File: src/rtl/axi4_lite_pkg.sv
// Shared AXI4-Lite definitions: response codes and the stream-writer FSM encoding.
package axi4_lite_pkg;

    localparam logic [1:0] RESP_OKAY   = 2'b00;
    localparam logic [1:0] RESP_EXOKAY = 2'b01;
    localparam logic [1:0] RESP_SLVERR = 2'b10;
    localparam logic [1:0] RESP_DECERR = 2'b11;

    typedef enum logic [1:0] {
        ST_IDLE    = 2'd0,
        ST_SEND    = 2'd1,
        ST_RESP    = 2'd2,
        ST_BACKOFF = 2'd3
    } wr_state_e;

    // SLVERR and DECERR both mean the FIFO refused the word.
    function automatic logic resp_is_err(input logic [1:0] resp);
        return (resp == RESP_SLVERR) || (resp == RESP_DECERR);
    endfunction

endpackage

File: src/rtl/sat_counter16.sv
// 16-bit event counter that sticks at all-ones instead of wrapping.
module sat_counter16 (
    input  logic        wr_clk,
    input  logic        clr_n,
    input  logic        inc,
    output logic [15:0] count
);

    localparam int unsigned CNT_W = 16;
    localparam logic [CNT_W-1:0] CNT_MAX = '1;

    logic [CNT_W-1:0] count_q;

    always_ff @(posedge wr_clk) begin
        if (!clr_n) begin
            count_q <= '0;
        end else if (inc && (count_q != CNT_MAX)) begin
            count_q <= count_q + CNT_W'(1);
        end
    end

    assign count = count_q;

endmodule

File: src/rtl/axi4_lite_stream_writer.sv
// Stream-to-AXI4-Lite write master feeding a FIFO data address, with bounded
// retry/back-off on error responses and drop accounting.
module axi4_lite_stream_writer
    import axi4_lite_pkg::*;
#(
    parameter int unsigned            ADDR_WIDTH     = 4,
    parameter int unsigned            DATA_WIDTH     = 32,
    parameter logic [ADDR_WIDTH-1:0]  TARGET_ADDR    = '0,
    parameter int unsigned            MAX_RETRY      = 3,
    parameter int unsigned            BACKOFF_CYCLES = 4
) (
    input  logic                  wr_clk,
    input  logic                  M_AXI_ARESETN,
    input  logic [DATA_WIDTH-1:0] s_data,
    input  logic                  s_valid,
    output logic                  s_ready,
    output logic [ADDR_WIDTH-1:0] M_AXI_AWADDR,
    output logic                  M_AXI_AWVALID,
    input  logic                  M_AXI_AWREADY,
    output logic [DATA_WIDTH-1:0] M_AXI_WDATA,
    output logic [3:0]            M_AXI_WSTRB,
    output logic                  M_AXI_WVALID,
    input  logic                  M_AXI_WREADY,
    input  logic [1:0]            M_AXI_BRESP,
    input  logic                  M_AXI_BVALID,
    output logic                  M_AXI_BREADY,
    output logic [15:0]           wr_count,
    output logic [15:0]           err_count,
    output logic                  drop_pulse,
    output logic                  busy
);

    localparam int unsigned RETRY_W = (MAX_RETRY > 0) ? $clog2(MAX_RETRY + 1) : 1;
    localparam int unsigned BOFF_W  = (BACKOFF_CYCLES > 1) ? $clog2(BACKOFF_CYCLES + 1) : 1;

    wr_state_e             state_q;
    wr_state_e             state_d;
    logic                  run_q;
    logic                  aw_done_q;
    logic                  w_done_q;
    logic [RETRY_W-1:0]    retry_q;
    logic [BOFF_W-1:0]     boff_q;
    logic [DATA_WIDTH-1:0] hold_q;
    logic                  drop_q;

    logic                  accept;
    logic                  aw_hs;
    logic                  w_hs;
    logic                  b_hs;
    logic                  b_err;
    logic                  can_retry;
    logic                  boff_last;
    logic                  wr_inc;
    logic                  err_inc;

    // State register.
    always_ff @(posedge wr_clk) begin
        if (!M_AXI_ARESETN) begin
            state_q <= ST_IDLE;
        end else begin
            state_q <= state_d;
        end
    end

    // Next-state logic.
    always_comb begin
        state_d = state_q;
        case (state_q)
            ST_IDLE: begin
                if (accept) state_d = ST_SEND;
            end
            ST_SEND: begin
                if ((aw_done_q || aw_hs) && (w_done_q || w_hs)) state_d = ST_RESP;
            end
            ST_RESP: begin
                if (b_hs) state_d = (b_err && can_retry) ? ST_BACKOFF : ST_IDLE;
            end
            ST_BACKOFF: begin
                if (boff_last) state_d = ST_SEND;
            end
            default: state_d = ST_IDLE;
        endcase
    end

    // Outputs and handshake strobes, decoded from registered state only.
    always_comb begin
        s_ready       = run_q && (state_q == ST_IDLE);
        M_AXI_AWVALID = (state_q == ST_SEND) && !aw_done_q;
        M_AXI_WVALID  = (state_q == ST_SEND) && !w_done_q;
        M_AXI_BREADY  = (state_q == ST_RESP);
        busy          = (state_q != ST_IDLE);
        M_AXI_AWADDR  = TARGET_ADDR;
        M_AXI_WSTRB   = 4'hF;
        M_AXI_WDATA   = hold_q;
        drop_pulse    = drop_q;

        accept    = s_valid && s_ready;
        aw_hs     = M_AXI_AWVALID && M_AXI_AWREADY;
        w_hs      = M_AXI_WVALID && M_AXI_WREADY;
        b_hs      = M_AXI_BREADY && M_AXI_BVALID;
        b_err     = resp_is_err(M_AXI_BRESP);
        can_retry = (retry_q < RETRY_W'(MAX_RETRY));
        boff_last = (boff_q == BOFF_W'(BACKOFF_CYCLES - 1));
        wr_inc    = b_hs && !b_err;
        err_inc   = b_hs && b_err && !can_retry;
    end

    // Transaction bookkeeping; run_q keeps s_ready low while reset is held.
    always_ff @(posedge wr_clk) begin
        if (!M_AXI_ARESETN) begin
            run_q     <= 1'b0;
            aw_done_q <= 1'b0;
            w_done_q  <= 1'b0;
            retry_q   <= '0;
            boff_q    <= '0;
            drop_q    <= 1'b0;
        end else begin
            run_q  <= 1'b1;
            drop_q <= err_inc;

            if (state_q != ST_SEND) begin
                aw_done_q <= 1'b0;
                w_done_q  <= 1'b0;
            end else begin
                if (aw_hs) aw_done_q <= 1'b1;
                if (w_hs)  w_done_q  <= 1'b1;
            end

            if (accept) begin
                retry_q <= '0;
            end else if (b_hs && b_err && can_retry) begin
                retry_q <= retry_q + RETRY_W'(1);
            end

            if (state_q == ST_BACKOFF) begin
                boff_q <= boff_q + BOFF_W'(1);
            end else begin
                boff_q <= '0;
            end
        end
    end

    // Held word; re-issued unchanged on every retry.
    always_ff @(posedge wr_clk) begin
        if (accept) begin
            hold_q <= s_data;
        end
    end

    sat_counter16 u_wr_count (
        .wr_clk (wr_clk),
        .clr_n  (M_AXI_ARESETN),
        .inc    (wr_inc),
        .count  (wr_count)
    );

    sat_counter16 u_err_count (
        .wr_clk (wr_clk),
        .clr_n  (M_AXI_ARESETN),
        .inc    (err_inc),
        .count  (err_count)
    );

endmodule

File: config.mk
export PLATFORM = sky130hd
export DESIGN_NAME = axi4_lite_stream_writer
export DESIGN_NICKNAME = d
export VERILOG_FILES = /design/src/rtl/axi4_lite_pkg.sv /design/src/rtl/sat_counter16.sv /design/src/rtl/axi4_lite_stream_writer.sv
export SDC_FILE = /design/constraint.sdc
export NUM_CORES = 1
export LEC_CHECK = 0
export BUFFER_PORTS_ARGS = -buffer_cell sky130_fd_sc_hd__buf_2
export CORE_MARGIN = 1
export CORE_UTILIZATION = 44
export CTS_BUF_LIST = sky130_fd_sc_hd__clkbuf_16
export DETAILED_ROUTE_END_ITERATION = 10
export PLACE_DENSITY_LB_ADDON = 0.12
export SLEW_MARGIN = 20
export SYNTH_ARGS = -nofsm -noshare
export SYNTH_HDL_FRONTEND = slang
export SYNTH_SLANG_ARGS = --single-unit
File: constraint.sdc
create_clock -name wr_clk -period 2.08 [get_ports wr_clk]
set_input_delay 0.312 -clock wr_clk [delete_from_list [all_inputs] [get_ports wr_clk]]
set_output_delay 0.312 -clock wr_clk [all_outputs]
set_load 0.1 [all_outputs]
==> impl_results.md <==
* Routed vias/inst at 5.072
* Cell family with most CP delay: simple AND/OR/NAND/NOR gates
* Sequential Power Share at 40.7%
* Gr usage total at 18.31%
* Detailed Route Iter0 Violations at 84
* CP Buf/Inv Count at 0
* Max-slew headroom at 62.82%
* Post-synth EDFFs at 32
* Post-CTS setup buffer count at 0
* Cell variety after synth at 45
* PD cells at 937.8 mW/mm^2
* Hold-fix buffers, CTS at 0
* Max Freq at 503.1 MHz
* Detail Route Antenna Nets at 0
* Post-CTS Resized at 0
* Clock sinks at 75
* Final Cycle Share at 95.56%
* Switching Power at 1.216 mW
* # H-tree levels at 3
* Setup tns final at 0 ns
* Die W at 87.21 um
* Overall Power at 3.965 mW
* Vias in the first global route at 2,314
* Seq/Total Area, Yosys at 57.03%
* Worst Path Arrival at 2.24 ns
* Pre-Repair DR Iteration Count at 4
* YS warnings at 0
* Launch point of the worst reg-to-reg path: state_q[1]$_SDFFE_PN0P_
* Leak Pwr at 1.729 nW
* Main synth FF type: dfxtp_1
* RSZ-0062 raised after global routing: false
* Synth Instances at 299
* Sw frac at 30.67%
* Number of max-cap violations at 0
* Drt drc at 0
* Via count at 2,622
* CP endpoint kind: flop
* Yosys reg bits at 75
* Hold Startpoint: s_data[7]
* Final setup viols at 0
* Max FO, Critical Path at 8
* CTS Root Cell: clkbuf_16
* Final Max Tran Viols at 0
* Max IR drop VDD at 0.5677 mV
* Area growth syn-to-layout at 32.35%
* I/O pins at 118
* Wire per inst at 12.93 um
* Combinational power share at 19.2%
* Core Footprint at 0.006907 mm^2
* Total gr overflow at 0
* Initial antenna violation count at 0
* Hpwl dp at 4.859 mm
* N_diodes at 0
* Hold WC Path Type: primary input to flop
* Die height at 87.21 um
* Port Buffers at 108
* Syn_area_per_cell at 10.68 um^2
* Beginning of the critical path: state_q[1]$_SDFFE_PN0P_
* Die area at 0.007605 mm^2
* Clock Latency Late Sink at 0.32 ns
* Layout Nets at 465
* CTS buffer count at 9
* Post-Syn Area at 0.003194 mm^2
* Critical Path RT at 2.33 ns
* Final Hold Viols at 0
* Status: finished, final reports clean
* Layout cells sized above 1 at 40.14%
* Final core occ at 61.21%
* Global placement routability congestion at 0.7798
* Max incr delay on CP at 0.55 ns
* Cell Count, Final, Fillers Out at 517
* Largest net degree at the start of global routing at 33
* Setup CP Type: flop to flop
* Row cnt at 30
* Clock skew at 0.003674 ns
* Clock transition at path regs at 0.06 ns
* Internal Power at 2.749 mW
* CTS tree: yes
* Clock Path Buffers at 2
* Clock power share at 40.1%
* Tmin final at 1.988 ns
* First-pass GRT wire length at 10.58 mm
* Starting Density at 46.25%
* Setup crit start kind: flop
* Measured slew at the worst slew-check pin at 0.5571 ns
* Pre-CTS setup slack at 0.06673 ns
* Placed Cells at 501
* Worst Slack Setup Final at 0.09242 ns
* Slowest CP cell: or4b_4
* Routed wire length at 6.683 mm
* Synth async-reset ratio at 0%
* CP cell instances: ha_4 > nand3b_2 > or4b_4 > or4_1 > a21oi_1
## worst paths after layout
path	to	slack (ns)	cells past startpoint
worst min-delay path	M_AXI_WDATA[7]$_DFFE_PP_	0.16	1
worst max register to register	u_wr_count.count[15]$_SDFFE_PN0P_	0.09	5
worst max-delay path	u_wr_count.count[15]$_SDFFE_PN0P_	0.09	5
worst min register to register	boff_q[0]$_SDFF_PN0_	0.44	1
## final cells by class
type,count,area (um^2)
tap,96,120.1
sequential,75,1873
multi-input combinational,204,1287
timing repair buffer,116,600.6
inverter,10,37.54
fill,622,2679
clock inverter,7,83.83
clock buffer,9,225.2
## sequential cells by signal, indices dropped and copies added, names as in the netlist
register,cells
state_q,2
aw_done_q,1
drop_pulse,1
M_AXI_WDATA,32
w_done_q,1
u_err_count.count,16
boff_q,3
u_wr_count.count,16
run_q,1
retry_q,2
## metal layers
layer	global-route usage [%]	share of wire, %	up-vias
li1	-	-	1325
met5	0	0	-
met3	5.782	5.3	11
met4	7.601	1.9	0
met1	20.73	42	1212
met2	31.93	51	74
## cells in the mapped netlist, types with 3 or more instances
master	number	area, um^2
and3_1	3	18.77
nand2b_1	9	56.30
mux2i_1	10	100.1
clkbuf_1	6	22.52
or4_1	5	37.54
nand4_1	11	68.82
dfxtp_1	43	860.8
buf_4	9	67.56
inv_1	10	37.54
and2_1	3	18.77
o21ai_0	12	60.06
nand2_1	25	93.84
nor2_1	19	71.32
edfxtp_1	32	960.9
o31ai_1	5	37.54
nor2b_1	4	25.02
ha_1	9	112.6
or3_1	9	56.30
nor3_1	4	20.02
a21oi_1	18	90.09
nor4_1	10	62.56
nand3_1	12	60.06
## worst register-to-register path: cells and delay by family, from the launching register on
family | cells | cell delay [ns]
and+or+nand+nor | 3 | 1.16
adders and majority gates | 1 | 0.20
AOI/OAI and AO/OA | 1 | 0.15
DFF | 1 | 0.41
## per-stage QoR
stage,area (um^2),hold slack (ns)
floorplan,3293,0.3397
CTS,4228,0.1452
detailed placement,3919,0.4254
global placement,3919,0.4090
global route,4228,0.1434
finish,4228,0.1598
## power by group through the flow
stage | sequential, mW | combinational [mW] | clock [mW]
final | 1.62 | 0.760 | 1.59
after global routing | 1.62 | 0.789 | 1.69
after CTS | 1.61 | 0.766 | 1.64
after detailed placement | 1.65 | 0.765 | 0
after global placement | 1.64 | 0.760 | 0
after floorplan | 1.95 | 0.338 | 0
## cells by family (layout without fill, tap and decap cells)
| logic type | after synthesis | count (layout) | synth area share (%) |
|---|---|---|---|
| muxes | 10 | 10 | 3.134 |
| xor gates and xnor gates | 2 | 2 | 0.5485 |
| buffers and inverters | 26 | 142 | 4.152 |
| AOI/OAI and AO/OA | 49 | 49 | 9.362 |
| DFF | 75 | 75 | 57.03 |
| and+or+nand+nor | 126 | 126 | 22.01 |
| other | 2 | 8 | 0.2351 |
| adders and majority gates | 9 | 9 | 3.525 |
## cells in the final DEF, fill, tap and decap left out, drive strengths merged, types with 2 or more instances in the layout
| master | Yosys | layout |
|---|---|---|
| bufinv | 0 | 2 |
| o31ai | 5 | 5 |
| nor2b | 4 | 4 |
| dfxtp | 43 | 43 |
| and4 | 3 | 3 |
| and3b | 2 | 2 |
| nand3 | 13 | 13 |
| nor3 | 4 | 4 |
| o41ai | 2 | 2 |
| clkbuf | 6 | 9 |
| a31oi | 2 | 2 |
| nand2b | 9 | 9 |
| mux2i | 10 | 10 |
| nor4b | 2 | 2 |
| or4 | 5 | 5 |
| buf | 10 | 116 |
| ha | 9 | 9 |
| xor2 | 2 | 2 |
| nand2 | 25 | 25 |
| conb | 2 | 8 |
| and2 | 3 | 3 |
| and3 | 3 | 3 |
| o21ai | 12 | 12 |
| nand4 | 11 | 11 |
| inv | 10 | 11 |
| or3 | 9 | 9 |
| clkinv | 0 | 3 |
| nor2 | 19 | 19 |
| nor4 | 10 | 10 |
| edfxtp | 32 | 32 |
| a211oi | 2 | 2 |
| a21oi | 18 | 18 |
Power figures use the tool's default switching activity.
